--- src/rtl/stage4_mem_hs_if.sv ---
// stage4_mem_hs_if: data-memory request/acknowledge bus between the memory stage (master) and memory (slave)
interface stage4_mem_hs_if #(parameter int XLEN = 32);
    logic              mem_req_out;
    logic              mem_we_out;
    logic [XLEN-1:0]   mem_addr_out;
    logic [XLEN-1:0]   mem_wdata_out;
    logic [XLEN/8-1:0] mem_wstrb_out;
    logic [XLEN-1:0]   mem_rdata_in;
    logic              mem_ack_in;
    modport master (output mem_req_out, mem_we_out, mem_addr_out, mem_wdata_out, mem_wstrb_out,
                    input mem_rdata_in, mem_ack_in);
    modport slave (input mem_req_out, mem_we_out, mem_addr_out, mem_wdata_out, mem_wstrb_out,
                   output mem_rdata_in, mem_ack_in);
endinterface

--- src/rtl/stage4_mem_hs.sv ---
// stage4_mem_hs: pipeline memory stage with sub-word access, variable-latency handshake, timeout; STAGE4_MEM_MISALIGN_TRAP_EN traps misalignment
module stage4_mem_hs #(
    parameter int XLEN           = 32,
    parameter int REG_IDX_W      = 5,
    parameter int TIMEOUT_CYCLES = 255
) (
    input  logic                 clk,
    input  logic                 rst_n,
    input  logic                 valid_in,
    input  logic [XLEN-1:0]      alu_res,
    input  logic [XLEN-1:0]      rs2_val,
    input  logic [REG_IDX_W-1:0] rd_idx,
    input  logic [2:0]           funct3,
    input  logic                 mem_load_enable,
    input  logic                 mem_store_enable,
    input  logic                 reg_write_enable,
    output logic                 stall_out,
    output logic                 write_enable_out,
    output logic [REG_IDX_W-1:0] write_idx_out,
    output logic [XLEN-1:0]      write_data_out,
    output logic                 bus_err_out,
    stage4_mem_hs_if.master      bus
);
    localparam int NB = XLEN / 8;
    localparam int OW = $clog2(NB);
    localparam int CW = TIMEOUT_CYCLES > 0 ? $clog2(TIMEOUT_CYCLES + 1) : 1;
    typedef enum logic {IDLE, BUSY} state_t;
    state_t state, state_d;
    logic req_q, req_d, we_q, we_d, wen_d, err_d, ld_q, ld_d, rwe_q, rwe_d;
    logic [XLEN-1:0] addr_q, addr_d, wdata_q, wdata_d, wdat_d, ld_data, sh, addr, wdata;
    logic [NB-1:0] wstrb_q, wstrb_d, wstrb;
    logic [REG_IDX_W-1:0] widx_d, rd_q, rd_d;
    logic [2:0] f3_q, f3_d, amask;
    logic [OW-1:0] off_q, off_d;
    logic [CW-1:0] cnt_q, cnt_d;
    logic [7:0] smask;
    logic [1:0] sz;
    logic mem_op, is_ld, legal, err, tmo;
    assign bus.mem_req_out   = req_q;
    assign bus.mem_we_out    = we_q;
    assign bus.mem_addr_out  = addr_q;
    assign bus.mem_wdata_out = wdata_q;
    assign bus.mem_wstrb_out = wstrb_q;
    assign mem_op    = valid_in && (mem_load_enable || mem_store_enable);
    assign is_ld     = mem_load_enable;
    assign stall_out = state == BUSY || mem_op;
    assign sz        = funct3[1:0];
    assign amask     = {sz == 2'd3, sz[1], |sz};
    assign smask     = {{4{sz == 2'd3}}, {2{sz[1]}}, |sz, 1'b1};
    assign legal     = funct3 == 3'b000 || funct3 == 3'b001 || funct3 == 3'b010 ||
                       (XLEN == 64 && funct3 == 3'b011) ||
                       (is_ld && (funct3 == 3'b100 || funct3 == 3'b101));
`ifdef STAGE4_MEM_MISALIGN_TRAP_EN
    assign addr = alu_res;
    assign err  = !legal || |(alu_res[2:0] & amask);
`else
    assign addr = alu_res & ~{{XLEN-3{1'b0}}, amask};
    assign err  = !legal;
`endif
    // Store bytes are replicated so every lane the strobe may select carries the data.
    assign wdata = sz == 2'd0 ? {NB{rs2_val[7:0]}} : sz == 2'd1 ? {NB/2{rs2_val[15:0]}} :
                   sz == 2'd2 ? {XLEN/32{rs2_val[31:0]}} : rs2_val;
    assign wstrb = NB'(smask) << addr[OW-1:0];
    assign sh    = bus.mem_rdata_in >> {off_q, 3'b000};
    assign ld_data = f3_q[1:0] == 2'd0 ? (f3_q[2] ? XLEN'(sh[7:0]) : XLEN'(signed'(sh[7:0]))) :
                     f3_q[1:0] == 2'd1 ? (f3_q[2] ? XLEN'(sh[15:0]) : XLEN'(signed'(sh[15:0]))) :
                     f3_q[1:0] == 2'd2 ? XLEN'(signed'(sh[31:0])) : sh;
    assign tmo = TIMEOUT_CYCLES != 0 && 32'(cnt_q) == TIMEOUT_CYCLES - 1;
    always_comb begin
        state_d = state;
        req_d   = req_q;
        we_d    = we_q;
        addr_d  = addr_q;
        wdata_d = wdata_q;
        wstrb_d = wstrb_q;
        wen_d   = 1'b0;
        widx_d  = write_idx_out;
        wdat_d  = write_data_out;
        err_d   = 1'b0;
        cnt_d   = cnt_q;
        ld_d    = ld_q;
        f3_d    = f3_q;
        off_d   = off_q;
        rd_d    = rd_q;
        rwe_d   = rwe_q;
        if (state == IDLE) begin
            if (mem_op && !err) begin
                state_d = BUSY;
                req_d   = 1'b1;
                we_d    = !is_ld;
                addr_d  = {alu_res[XLEN-1:OW], OW'(0)};
                wdata_d = wdata;
                wstrb_d = is_ld ? '0 : wstrb;
                cnt_d   = '0;
                ld_d    = is_ld;
                f3_d    = funct3;
                off_d   = addr[OW-1:0];
                rd_d    = rd_idx;
                rwe_d   = reg_write_enable;
            end else if (mem_op) begin
                err_d = 1'b1;
            end else if (valid_in) begin
                wen_d  = reg_write_enable;
                widx_d = rd_idx;
                wdat_d = alu_res;
            end
        end else if (bus.mem_ack_in) begin
            state_d = IDLE;
            req_d   = 1'b0;
            wen_d   = ld_q && rwe_q;
            widx_d  = ld_q ? rd_q : write_idx_out;
            wdat_d  = ld_q ? ld_data : write_data_out;
        end else if (tmo) begin
            state_d = IDLE;
            req_d   = 1'b0;
            err_d   = 1'b1;
        end else begin
            cnt_d = cnt_q + 1'b1;
        end
    end
    always_ff @(posedge clk or negedge rst_n) begin
        if (!rst_n) begin
            state            <= IDLE;
            req_q            <= 1'b0;
            we_q             <= 1'b0;
            addr_q           <= '0;
            wdata_q          <= '0;
            wstrb_q          <= '0;
            write_enable_out <= 1'b0;
            write_idx_out    <= '0;
            write_data_out   <= '0;
            bus_err_out      <= 1'b0;
            cnt_q            <= '0;
            ld_q             <= 1'b0;
            f3_q             <= '0;
            off_q            <= '0;
            rd_q             <= '0;
            rwe_q            <= 1'b0;
        end else begin
            state            <= state_d;
            req_q            <= req_d;
            we_q             <= we_d;
            addr_q           <= addr_d;
            wdata_q          <= wdata_d;
            wstrb_q          <= wstrb_d;
            write_enable_out <= wen_d;
            write_idx_out    <= widx_d;
            write_data_out   <= wdat_d;
            bus_err_out      <= err_d;
            cnt_q            <= cnt_d;
            ld_q             <= ld_d;
            f3_q             <= f3_d;
            off_q            <= off_d;
            rd_q             <= rd_d;
            rwe_q            <= rwe_d;
        end
    end
endmodule

--- src/flat_wrapper.sv ---
// flat-port wrapper written by rule: the top's interface ports become plain ports
module stage4_mem_hs_flat 
#(
    parameter int XLEN           = 32,
    parameter int REG_IDX_W      = 5,
    parameter int TIMEOUT_CYCLES = 255
)
  (clk, rst_n, valid_in, alu_res, rs2_val, rd_idx, funct3, mem_load_enable, mem_store_enable, reg_write_enable, stall_out, write_enable_out, write_idx_out, write_data_out, bus_err_out, bus_mem_req_out, bus_mem_we_out, bus_mem_addr_out, bus_mem_wdata_out, bus_mem_wstrb_out, bus_mem_rdata_in, bus_mem_ack_in);
  stage4_mem_hs_if #(.XLEN(XLEN)) bus_i ();
  input  logic clk;
  input  logic rst_n;
  input  logic valid_in;
  input  logic [XLEN-1:0] alu_res;
  input  logic [XLEN-1:0] rs2_val;
  input  logic [REG_IDX_W-1:0] rd_idx;
  input  logic [2:0] funct3;
  input  logic mem_load_enable;
  input  logic mem_store_enable;
  input  logic reg_write_enable;
  output logic stall_out;
  output logic write_enable_out;
  output logic [REG_IDX_W-1:0] write_idx_out;
  output logic [XLEN-1:0] write_data_out;
  output logic bus_err_out;
  output wire logic [$bits(bus_i.mem_req_out)-1:0] bus_mem_req_out;
  output wire logic [$bits(bus_i.mem_we_out)-1:0] bus_mem_we_out;
  output wire logic [$bits(bus_i.mem_addr_out)-1:0] bus_mem_addr_out;
  output wire logic [$bits(bus_i.mem_wdata_out)-1:0] bus_mem_wdata_out;
  output wire logic [$bits(bus_i.mem_wstrb_out)-1:0] bus_mem_wstrb_out;
  input wire logic [$bits(bus_i.mem_rdata_in)-1:0] bus_mem_rdata_in;
  input wire logic [$bits(bus_i.mem_ack_in)-1:0] bus_mem_ack_in;
  assign bus_mem_req_out = bus_i.mem_req_out;
  assign bus_mem_we_out = bus_i.mem_we_out;
  assign bus_mem_addr_out = bus_i.mem_addr_out;
  assign bus_mem_wdata_out = bus_i.mem_wdata_out;
  assign bus_mem_wstrb_out = bus_i.mem_wstrb_out;
  assign bus_i.mem_rdata_in = bus_mem_rdata_in;
  assign bus_i.mem_ack_in = bus_mem_ack_in;
  stage4_mem_hs #(.XLEN(XLEN), .REG_IDX_W(REG_IDX_W), .TIMEOUT_CYCLES(TIMEOUT_CYCLES)) u_core (.clk(clk), .rst_n(rst_n), .valid_in(valid_in), .alu_res(alu_res), .rs2_val(rs2_val), .rd_idx(rd_idx), .funct3(funct3), .mem_load_enable(mem_load_enable), .mem_store_enable(mem_store_enable), .reg_write_enable(reg_write_enable), .stall_out(stall_out), .write_enable_out(write_enable_out), .write_idx_out(write_idx_out), .write_data_out(write_data_out), .bus_err_out(bus_err_out), .bus(bus_i));
endmodule
--- config.mk ---
export PLATFORM = sky130hd
export DESIGN_NAME = stage4_mem_hs_flat
export DESIGN_NICKNAME = d
export VERILOG_FILES = /design/src/rtl/stage4_mem_hs_if.sv /design/src/rtl/stage4_mem_hs.sv /design/src/flat_wrapper.sv
export SDC_FILE = /design/constraint.sdc
export NUM_CORES = 1
export LEC_CHECK = 0
export CORE_MARGIN = 8
export CORE_UTILIZATION = 25
export DETAILED_ROUTE_END_ITERATION = 7
export GPL_ROUTABILITY_DRIVEN = 0
export SLEW_MARGIN = 20
export SYNTH_ARGS = -nofsm -noshare
export SYNTH_HDL_FRONTEND = slang
export SYNTH_SLANG_ARGS = --single-unit
--- constraint.sdc ---
create_clock -name clk -period 2.23 [get_ports clk]
set_clock_uncertainty 0.1 [all_clocks]
set_input_delay 0.3345 -clock clk [delete_from_list [all_inputs] [get_ports clk]]
set_output_delay 0.3345 -clock clk [all_outputs]
set_load 0.05 [all_outputs]
# Yosys cells after proc, flatten, opt, wreduce, memory -nomap -nowiden
# Cells that the tools add are included.
# Widths: inputs -> output; s select.
[totals]
output_inout_bits = 110
ff_bits = 128
word_cells = 98
in_bits = 111
[classes]
reduce_logical = 21
add_sub_neg = 1
bitwise_logic = 3
muxes = 41
eq_ne = 14
n_shift = 2
[op_table]
columns = ["operator", "n"]
rows = [
  ["$mux 32", 12],
  ["$mux 8", 4],
  ["$shr 32x5->32", 1],
  ["$mux 5", 6],
  ["$mux 1", 18],
  ["$add 8x1->8 const B", 1],
  ["$eq 8x8->1 const B", 1],
  ["$ne 2x2->1 const B", 4],
  ["$eq 3x3->1 const B", 2],
  ["$logic_or 1x1->1", 6],
  ["$reduce_and 5->1", 1],
  ["$eq 2x1->1 const B", 2],
  ["$logic_and 1x1->1", 4],
  ["$logic_not 2->1", 2],
  ["$mux 4", 1],
  ["$ne 2x1->1 const B", 2],
  ["$reduce_and 2->1", 2],
  ["$reduce_bool 2->1", 2],
  ["$shl 4x2->4", 1],
  ["$eq 3x1->1 const B", 1],
  ["$eq 3x2->1 const B", 1],
  ["$logic_not 3->1", 1],
  ["$ne 3x3->1 const B", 1],
  ["$reduce_and 3->1", 1],
  ["other kinds (5)", 5],
]

# Longest topological paths before layout
# Gate-level depths: netlist (run 1).
[depth]
depth_word = 7
depth_mapped = 7
ltp_nobuf = 6

# Worst setup path before layout (run 1)
# Ideal clock, no wire load.
[synth_timing]
kind = "register -> output"
from = "reg u_core.state"
to = "out stall_out"
stages_incl_launch_ff = 5
path_buffers = 3
path_slack_ps = 253
arrival_ps = 1543
t_required_ps = 1796
path_cell_list = "dfrtp_1 clkbuf_1 buf_2 buf_2 nand2b_1"
[synth_between]
elab_chain_cells = 1
[synth_rtl]
columns = ["element", "line_no", "text"]
rows = [
  ["from (decl)", "stage4_mem_hs.sv:28", "state_t state, state_d;"],
  ["from (signal assigned)", "stage4_mem_hs.sv:140", "state <= state_d;"],
  ["$logic_or 1x1->1", "stage4_mem_hs.sv:46", "assign stall_out = state == BUSY || mem_op;"],
  ["to (decl)", "flat_wrapper.sv:20", "output logic stall_out;"],
]
# Every way passes these cells.

# Worst setup path after layout (run 1)
[layout_timing]
from = "reg u_core.write_data_out[20]"
to = "out write_data_out[20]"
[layout_rtl]
columns = ["element", "line_no", "text"]
rows = [
  ["from (decl)", "stage4_mem_hs.sv:20", "output logic [XLEN-1:0] write_data_out,"],
  ["from (signal assigned)", "stage4_mem_hs.sv:148", "write_data_out <= wdat_d;"],
  ["to (decl)", "flat_wrapper.sv:23", "output logic [XLEN-1:0] write_data_out;"],
]
# No word-level cell between the ends.

==> results of run 1 <==
[where the power goes]
group | leakage [nW] | switching [mW] | internal (mW)
registers | 1.56 | 0.432 | 2.98
logic | 2.30 | 3.45 | 1.84
clock network | 0.289 | 1.11 | 1.79
total | 4.16 | 5.00 | 6.60
[metrics by stage]
stage / total power [mW] / setup TNS (ns) / utilization / hold slack, ns
3_5_place_dp: 8.78 / -2.78 / 0.364 / 0.170
4_1_cts: 11.7 / 0 / 0.388 / 0.282
2_1_floorplan: 6.65 / 0 / - / -0.0611
3_3_place_gp: 8.72 / -1.52 / 0.364 / 0.168
6_report: 11.6 / 0 / 0.389 / 0.282
5_1_grt: 12.2 / 0 / 0.389 / 0.309
[state kept, by name (all words and copies together) (netlist names), 2 cells and up]
| name | count |
|---|---|
| u_core.cnt_q | 8 |
| u_core.rd_q | 5 |
| u_core.bus.mem_wstrb_out | 4 |
| u_core.f3_q | 3 |
| u_core.write_idx_out | 5 |
| u_core.bus.mem_wdata_out | 32 |
| u_core.bus.mem_addr_out | 30 |
| u_core.off_q | 2 |
| u_core.write_data_out | 32 |
[timing repair]
action                                 in CTS  in global routing
hold buffers                                1                  0
endpoints found under the hold margin      34                  0
setup endpoints to repair                   0                  1
gates resized for setup                     0                  1
[worst min path at each step]
| stage | from | endpoint | slack (ns) | depth (start not counted) |
|---|---|---|---|---|
| after floorplan | rst_n | u_core.bus.mem_addr_out[10] | -0.06 | 0 |
| after global placement | rst_n | u_core.bus.mem_wdata_out[16] | 0.17 | 1 |
| after detailed placement | rst_n | u_core.bus.mem_wdata_out[16] | 0.17 | 1 |
| after CTS | rst_n | u_core.bus.mem_wdata_out[16] | 0.28 | 2 |
| after global routing | rst_n | u_core.bus.mem_wdata_out[16] | 0.31 | 2 |
| final | rst_n | u_core.bus.mem_wdata_out[16] | 0.28 | 2 |
[placed cells by master (no fill, tap or decap), types with 2 or more instances in the layout]
cell type          n
mux4_2             8
or4_1              2
buf_4             25
clkinv_4           3
a21o_1             4
bufinv_16          3
nor2_1            16
dfrtp_1          128
nand2_1          188
nand2b_1           2
nor3_1             2
or2_2              2
conb_1             2
a21oi_1           25
mux2i_1           45
clkinvlp_4         3
ha_1               2
inv_1              3
buf_12            13
o21ai_0           56
or3_1              9
clkinv_2           3
nor2b_1            4
nand3b_1           9
mux2_2             9
a22oi_1           16
clkdlybuf4s50_1  214
o221ai_1          32
nand3_1            7
clkbuf_16         17
nand4_1            2
o21ai_1           26
o31ai_1            4
a21oi_2            3
[cell type report]
type,instances,area share
sequential,128,0.327
multi-input combinational,489,0.300
timing repair buffer,254,0.267
clock buffer,19,0.0453
tap,330,0.0422
clock inverter,13,0.0166
inverter,3,0.00115
antenna,1,0.000256
[cells by family after synthesis]
kind of cell	after synthesis	synth area share
buffers and inverters	57	0.0445
and+or+nand+nor	250	0.168
other	1	0.000585
AOI/OAI and AO/OA	172	0.167
adders and majority gates	2	0.00391
xor gates and xnor gates	1	0.00137
muxes	62	0.114
DFF	128	0.500
[routing by layer]
| metal | share of wire | wire, um |
|---|---|---|
| met1 | 0.44 | 10200 |
| met2 | 0.49 | 11300 |
| met3 | 0.057 | 1340 |
| met4 | 0.016 | 366 |
| met5 | 0.0014 | 32 |
==> results.md, run 1 <==
* Hold Path Class: input port to asynchronous set/reset pin
* Sequential element share of the synthesized area at 0.500
* Post-Layout Cell Count at 1237
* Setup CP Type: flop to primary output
* Starting Density at 0.254
* Root Buffer: clkbuf_16
* Clock buffer depth at 2
* PortBufs at 218
* Yosys reg bits at 128
* Leading area contributor after synthesis: dfrtp_1
* Fmax at 0.479 GHz
* GRT Residual Overflow at 0
* Die Y at 176 um
* Count leader, synth: nand2_1
* Met3 Usage GRT at 0.0440
* Crit path buffers/inverters at 1
* Number of synthesis warnings at 0
* Post-synth ARST share at 1.00
* Netlist cell types at 45
* TritonCTS clock tree: yes
* Number of max-cap violations at 0
* Worst setup EP type: primary output
* Worst R2R Start: u_core.state
* Mean Syn Cell Area at 9.52 sq um
* Max H-tree Level at 4
* Leakage at 4.16 nW
* CP delay by family, top: buffers and inverters
* FF/Latch Area at 3200 sq um
* Setup repair after global routing missed its margin: no
* CTS sink count at 128
* Final hold vios at 0
* Worst-Margin Slew at between 0.6 and 0.7 ns
* Finished Cell Area at approximately 9800 sq um
* Initial antenna violation count at 4
* Worst-path clk slew at 0.06 ns
* # nets final at 1006
* GR Util met2 at 0.246
* Post-CTS setup buffer count at 0
* Slowest-stage cell, CP: clkdlybuf4s50_1
* Final HPWL DP at 17.7 mm
* Worst reg2reg path endpoint: u_core.write_data_out[18]
* Fraction of layout cells with a size suffix above 1 at 0.106
* Core area at 25200 sq um
* First-pass GRT wire length at roughly 36 mm
* Post-DR vias/cell at 4.71
* Fillers at between 2000 and 3000
* Floorplan row count at slightly below 60
* Worst path depth at 1
* Final setup vio count at 0
* GR peak layer: met2
* VDD IR-drop max at 0.611 mV
* Vias in the first global route at 6010
* Die area at just over 30000 sq um
* Slew Limit Fails at 0
* Largest net degree at the start of global routing at 52
* CP Data Required Time at about 1.8 ns
* Post-route ant nets at 0
* Top cells by count, synth: 188 x nand2_1, 128 x dfrtp_1, 57 x o21ai_0, 45 x mux2i_1, 32 x o221ai_1
* Syn Inst Count at around 670
* GR Util met1 at 0.190
* Vias after detailed routing at just under 6000
* Initial DRC Count at 391
* Power Density at 1190 nW/um^2
* Crit path cell chain: clkdlybuf4s50_1
* Reg2Reg Depth at 6
* Minimum clock period at between 2 and 2.5 ns
* Mapped Area at 6400 sq um
* Crit path to: write_data_out[20]
* CP Max Fanout at 3
* Die X-Extent at 176 um
* Setup ws final at 0.141 ns
* Crit path DAT at around 1.7 ns
* DRC viols at 0
* Clock latency on the worst-skew pair at 0.41 ns
* Drt wl/cell at about 19 um
* Main synth FF type: dfrtp_1
* Relative slew slack at 0.574
* Detailed Routing Iterations Pass 1 at 5
* Yosys top cell area share at 0.500
* Total Wirelength at about 23 mm
* Place WS at -0.121 ns
* Status: finished clean
* Ports at about 220
* FF-to-FF setup slack at 0.24 ns
* Overall Global Routing Usage at 0.150
* Slowest cell delay on critical path at 0.84 ns
* Placement Cell Area at 9170 sq um
* CP Launch Type: flop
* Crit path from: u_core.write_data_out[20]
* Post-synth EDFFs at 0
* Top cells by area, synth: dfrtp_1 50%, nand2_1 11%, mux2i_1 7.0%
* TritonCTS Buffers at 17
* Area delta synth->final at 52.7%
* DP Cell Count at between 1000 and 1500
* Multi-input combinational cell area at 2940 sq um
* Fin crit share at 0.937
Power figures use the tool's default switching activity.
==> run 2, diff against run 1 <==
--- a/config.mk
+++ b/config.mk
@@ -9,6 +9,7 @@
 export CORE_UTILIZATION = 25
 export DETAILED_ROUTE_END_ITERATION = 7
 export GPL_ROUTABILITY_DRIVEN = 0
+export SETUP_SLACK_MARGIN = 0.02
 export SLEW_MARGIN = 20
 export SYNTH_ARGS = -nofsm -noshare
 export SYNTH_HDL_FRONTEND = slang
==> run 2 against run 1 <==
Routed wire length is essentially flat. Final cell count is the same. Power is essentially flat. Non-clock buffer count is the same. First-iteration DRC count shrank 0.26%. Maximum frequency is essentially flat. Via count is essentially flat. Largest power group unchanged. Highest routed layer unchanged.
==> results.md, run 2 (synthesis results as in run 1) <==
* Relative slew slack at 0.583
* VDD IR-drop max at 0.611 mV
* DP Cell Count at 1203
* Die area at 31000 sq um
* Overall Global Routing Usage at 0.150
* Hold Worst Slack at 0.284 ns
* Setup tns final at 0 ns
* Power Density at 1180 nW/um^2
* CP Launch Type: flop
* TritonCTS clock tree: yes
* CTS sink count at 128
* Initial antenna violation count at 4
* Crit path DAT at 1.65 ns
* Post-DR vias/cell at 4.71
* Max H-tree Level at 4
* Final hold vios at 0
* Crit path cell chain: clkdlybuf4s50_1
* Fin crit share at 0.936
* Hold Path Class: input port to asynchronous set/reset pin
* Slowest-stage cell, CP: clkdlybuf4s50_1
* Vias in the first global route at 6010
* Setup repair after global routing missed its margin: no
* Place WS at -0.121 ns
* Vias after detailed routing at 5826
* Total Power at 11.6 mW
* Setup CP Type: flop to primary output
* Final setup vio count at 0
* Setup ws final at 0.143 ns
* Post-route ant nets at 0
* GRT Residual Overflow at 0
* Most common cell after layout, fill and taps aside: clkdlybuf4s50_1
* Detailed Routing Iterations Pass 1 at 4
* Number of max-cap violations at 0
* Core area at about 25000 sq um
* Final HPWL DP at 17.7 mm
* Worst-Margin Slew at between 0.6 and 0.7 ns
* Slew Limit Fails at 0
* Leakage at 4.16 nW
* PortBufs at around 220
* Crit path buffers/inverters at 1
* TritonCTS Buffers at 17
* Area delta synth->final at 52.8%
* Most frequent cells in the layout: 214 x clkdlybuf4s50_1, 188 x nand2_1, 128 x dfrtp_1
* DRC viols at 0
* First-pass GRT wire length at 36.1 mm
* CP Max Fanout at 3
* Status: finished clean
* Die Y at 176 um
* CP delay by family, top: buffers and inverters
* FF/Latch Area at 3200 sq um
* Largest net degree at the start of global routing at 52
* Floorplan row count at 58
* Total Wirelength at 23.3 mm
* Minimum clock period at between 2 and 2.5 ns
* # nets final at about 1000
* Drt wl/cell at roughly 19 um
* Worst setup EP type: primary output
* Clock buffer depth at 2
* Fillers at 2501
* Die X-Extent at around 180 um
* Starting Density at 0.254
* Post-Layout Cell Count at 1237
* Root Buffer: clkbuf_16
* Initial DRC Count at 390
* Clock latency on the worst-skew pair at 0.42 ns
* Slowest cell delay on critical path at 0.84 ns
* Ports at 221
* Multi-input combinational cell area at 2940 sq um
* Worst-path clk slew at around 0.060 ns
* CP Data Required Time at roughly 1.8 ns
* Fmax at 0.479 GHz
* Fraction of layout cells with a size suffix above 1 at 0.106
run 2: layout make-up:
type | instances | area share
antenna | 1 | 0.000256
clock buffer | 19 | 0.0453
clock inverter | 13 | 0.0166
inverter | 3 | 0.00115
multi-input combinational | 489 | 0.300
sequential | 128 | 0.327
tap | 330 | 0.0422
timing repair buffer | 254 | 0.267
run 2: layer usage:
layer	GRT usage	wire length (um)
met1	0.190	10200
met2	0.246	11400
met3	0.0440	1350
met4	0.0413	322
met5	0	32
run 2: what timing repair did:
action	4_1_cts	5_1_grt
gates resized for setup	0	2
setup buffers	0	0
endpoints found under the hold margin	34	0
setup endpoints to repair	0	2
hold buffers	1	0
run 2: worst paths after layout:
kind | startpoint | to | slack [ns] | depth (start not counted)
max in group asynchronous | rst_n | u_core.bus.mem_addr_out[10] | 1.10 | 3
setup / recovery | u_core.write_data_out[20] | write_data_out[20] | 0.14 | 1
min in group clk | u_core.bus.mem_addr_out[11] | u_core.bus.mem_addr_out[11] | 0.37 | 2
setup reg to reg | u_core.cnt_q[0] | u_core.cnt_q[4] | 0.31 | 7
hold / removal | rst_n | u_core.bus.mem_wdata_out[16] | 0.28 | 2
hold reg to reg | u_core.bus.mem_addr_out[11] | u_core.bus.mem_addr_out[11] | 0.37 | 2
run 2: power by group:
group	switching, mW	internal (mW)
Combinational	3.45	1.84
Clock	1.11	1.79
Sequential	0.432	2.98
Total	4.99	6.60
run 2: through the flow:
| step | utilization | area [sq um] |
|---|---|---|
| after floorplan | - | 6410 |
| after global placement | 0.364 | 9170 |
| after detailed placement | 0.364 | 9170 |
| after CTS | 0.388 | 9780 |
| after global routing | 0.389 | 9790 |
| final | 0.389 | 9790 |
==> run 3, diff against run 2 <==
--- a/config.mk
+++ b/config.mk
@@ -5,6 +5,7 @@
 export SDC_FILE = /design/constraint.sdc
 export NUM_CORES = 1
 export LEC_CHECK = 0
+export CAP_MARGIN = 20
 export CORE_MARGIN = 8
 export CORE_UTILIZATION = 25
 export DETAILED_ROUTE_END_ITERATION = 7
==> results of run 3 <==
No change in the layout: final DEF, timing and power equal those of run 2.
==> patch (settings of run 2) <==
Build with the macro `STAGE4_MEM_MISALIGN_TRAP_EN` defined.
--- a/src/rtl/stage4_mem_hs.sv
+++ b/src/rtl/stage4_mem_hs.sv
@@ -1,2 +1,4 @@
 // stage4_mem_hs: pipeline memory stage with sub-word access, variable-latency handshake, timeout; STAGE4_MEM_MISALIGN_TRAP_EN traps misalignment
+`define STAGE4_MEM_MISALIGN_TRAP_EN
+
 module stage4_mem_hs #(
Behaviour: not the same (Yosys sat finds a counterexample within 4 cycles, from zero or initial values and one cycle with rst_n low).
==> patch against run 2 <==
- cell area shrank 0.18%
- non-clock buffer count grew 13
- die area shrank 0.80%
- global-route usage shrank 0.58 points
- first-iteration DRC count shrank 29%
- synthesized area shrank 0.88%
- power grew 0.58%
- sequential cell count is the same
- routed wire length shrank 4.9%
- synthesized cell count shrank 15%
- worst setup slack gained 0.022 ns
- combinational power grew 2%
- highest routed layer unchanged
- core utilization grew 0.16 points
- sequential power is essentially flat
==> patch: results (changes against run 2) <==
** Status
- Run status :: finished clean (unchanged)

** Power
- Static Leakage :: 4.020 nW (was 4.157 nW)
- The maximum vdd drop is 0.5643 mV (was 0.6112 mV).

** Critical path
- Critical Path Source :: u_core.write_data_out[27]$_DFFE_PN0P_ (was u_core.write_data_out[20]$_DFFE_PN0P_)
- The worst flop-to-flop path startpoint is u_core.state$_DFF_PN0_ (was u_core.cnt_q[0]$_DFFE_PN0P_).
- The reg-to-reg critical path endpoint is u_core.write_data_out[28]$_DFFE_PN0P_ (was u_core.cnt_q[4]$_DFFE_PN0P_).
- Cell depth of the worst flop-to-flop path :: 6 (was 7)
- Data arrival time at the worst-slack endpoint :: 1.63 ns (was 1.65 ns)
- Reg2Reg Setup Slack :: 0.28 ns (was 0.31 ns)

** Placed design
- Setup Slack @ Placement :: -0.1150 ns (was -0.1210 ns)
- HPWL Detailed :: 17.28 mm (was 17.69 mm)

** Finish
- The count of nets after finishing was 924 (was 1006).
- The number of antenna repair diodes is 0 (was 1).

** Global route
- First-pass GRT wire length :: 34.47 mm (was 36.14 mm)
- The total global routing track utilization was 0.1443 (was 0.1501).
- Largest net degree at the start of global routing :: 51 (was 52)
- Number of antenna violations at the first check in global routing :: 1 (was 4)

** Synthesis
- Number of distinct standard cells referenced by the synthesized netlist :: 51 (was 45)
- The cell count after synthesis came to 569 (was 673).
- The sequential element share of the synthesized area is 0.5045 (was 0.5001).
- Leading post-synthesis cells by instance count :: sky130_fd_sc_hd__dfrtp_1, sky130_fd_sc_hd__mux2i_1, sky130_fd_sc_hd__mux2_2, sky130_fd_sc_hd__o21ai_0, sky130_fd_sc_hd__nand2_1 (was sky130_fd_sc_hd__nand2_1, sky130_fd_sc_hd__dfrtp_1, sky130_fd_sc_hd__o21ai_0)

** Drt
- Post-detailed-routing wire length :: 22.18 mm (was 23.32 mm)
- The iteration-0 DRC count of the detailed router is 275 (was 390).
- Routed vias/inst :: 4.663 (was 4.710)
- The wire length per cell came to 19.22 µm (was 18.85 µm).

** STA
- Actual slew at the worst max-slew pin :: 0.5903 ns (was 0.6186 ns)
## patch: what timing repair did
action / CTS / global route
hold buffers: 1 / 0
endpoints found under the hold margin: 46 / 0
endpoints found under the setup margin: 0 / 0
## patch: power by group
part	internal (mW)	total, mW	switching (mW)
registers	3.00	3.42	0.414
clock network	1.68	2.87	1.18
logic	1.96	5.38	3.42
## patch: per-stage QoR
step / hold WS [ns] / cell area, µm²
after floorplan: -0.06109 / 6352
after global placement: 0.2334 / 9163
after detailed placement: 0.2354 / 9163
after CTS: 0.3455 / 9769
after global routing: 0.3865 / 9769
final: 0.3387 / 9769
## patch: how the worst max path moves through the flow
| stage | endpoint | slack, ns |
|---|---|---|
| 2_1_floorplan | u_core.bus.mem_addr_out[15]$_DFFE_PN0P_ | 0.33 |
| 3_3_place_gp | u_core.bus.mem_wdata_out[28]$_DFFE_PN0P_ | -0.08 |
| 3_5_place_dp | u_core.write_data_out[30]$_DFFE_PN0P_ | -0.11 |
| 4_1_cts | write_idx_out[0] | 0.13 |
| 5_1_grt | u_core.cnt_q[0]$_DFFE_PN0P_ | 0.05 |
| 6_report | write_data_out[27] | 0.16 |
## patch: kinds of logic (layout without fill, tap and decap cells)
| kind of cell | after synthesis | after routing | synth area share |
|---|---|---|---|
| compound gates | 141 | 141 | 0.1356 |
| mux | 133 | 133 | 0.2253 |
| flops | 128 | 128 | 0.5045 |
| simple gates | 112 | 112 | 0.08652 |
| buf+inv | 50 | 304 | 0.04079 |
| fa+ha+maj | 2 | 2 | 0.003941 |
| xor+xnor | 2 | 2 | 0.002760 |
| other cells | 1 | 2 | 0.0005907 |
## patch: routing by layer
| layer | track usage | vias up | wire length, µm |
|---|---|---|---|
| met5 | 0 | - | 13 |
| met3 | 0.06163 | 20 | 2219 |
| met1 | 0.1812 | 2590 | 9649 |
| met2 | 0.2230 | 218 | 9980 |
| met4 | 0.03956 | 2 | 317 |
| li1 | - | 2551 | - |
## patch: final cells by class
cell class	instances	area (µm²)
clock buffers	17	425.4
clock inverters	15	171.4
fillers	2428	15270
inverters	5	18.77
multi-input cells	392	2890
flip-flops and latches	128	3204
well taps	330	412.9
repair buffers	267	2646
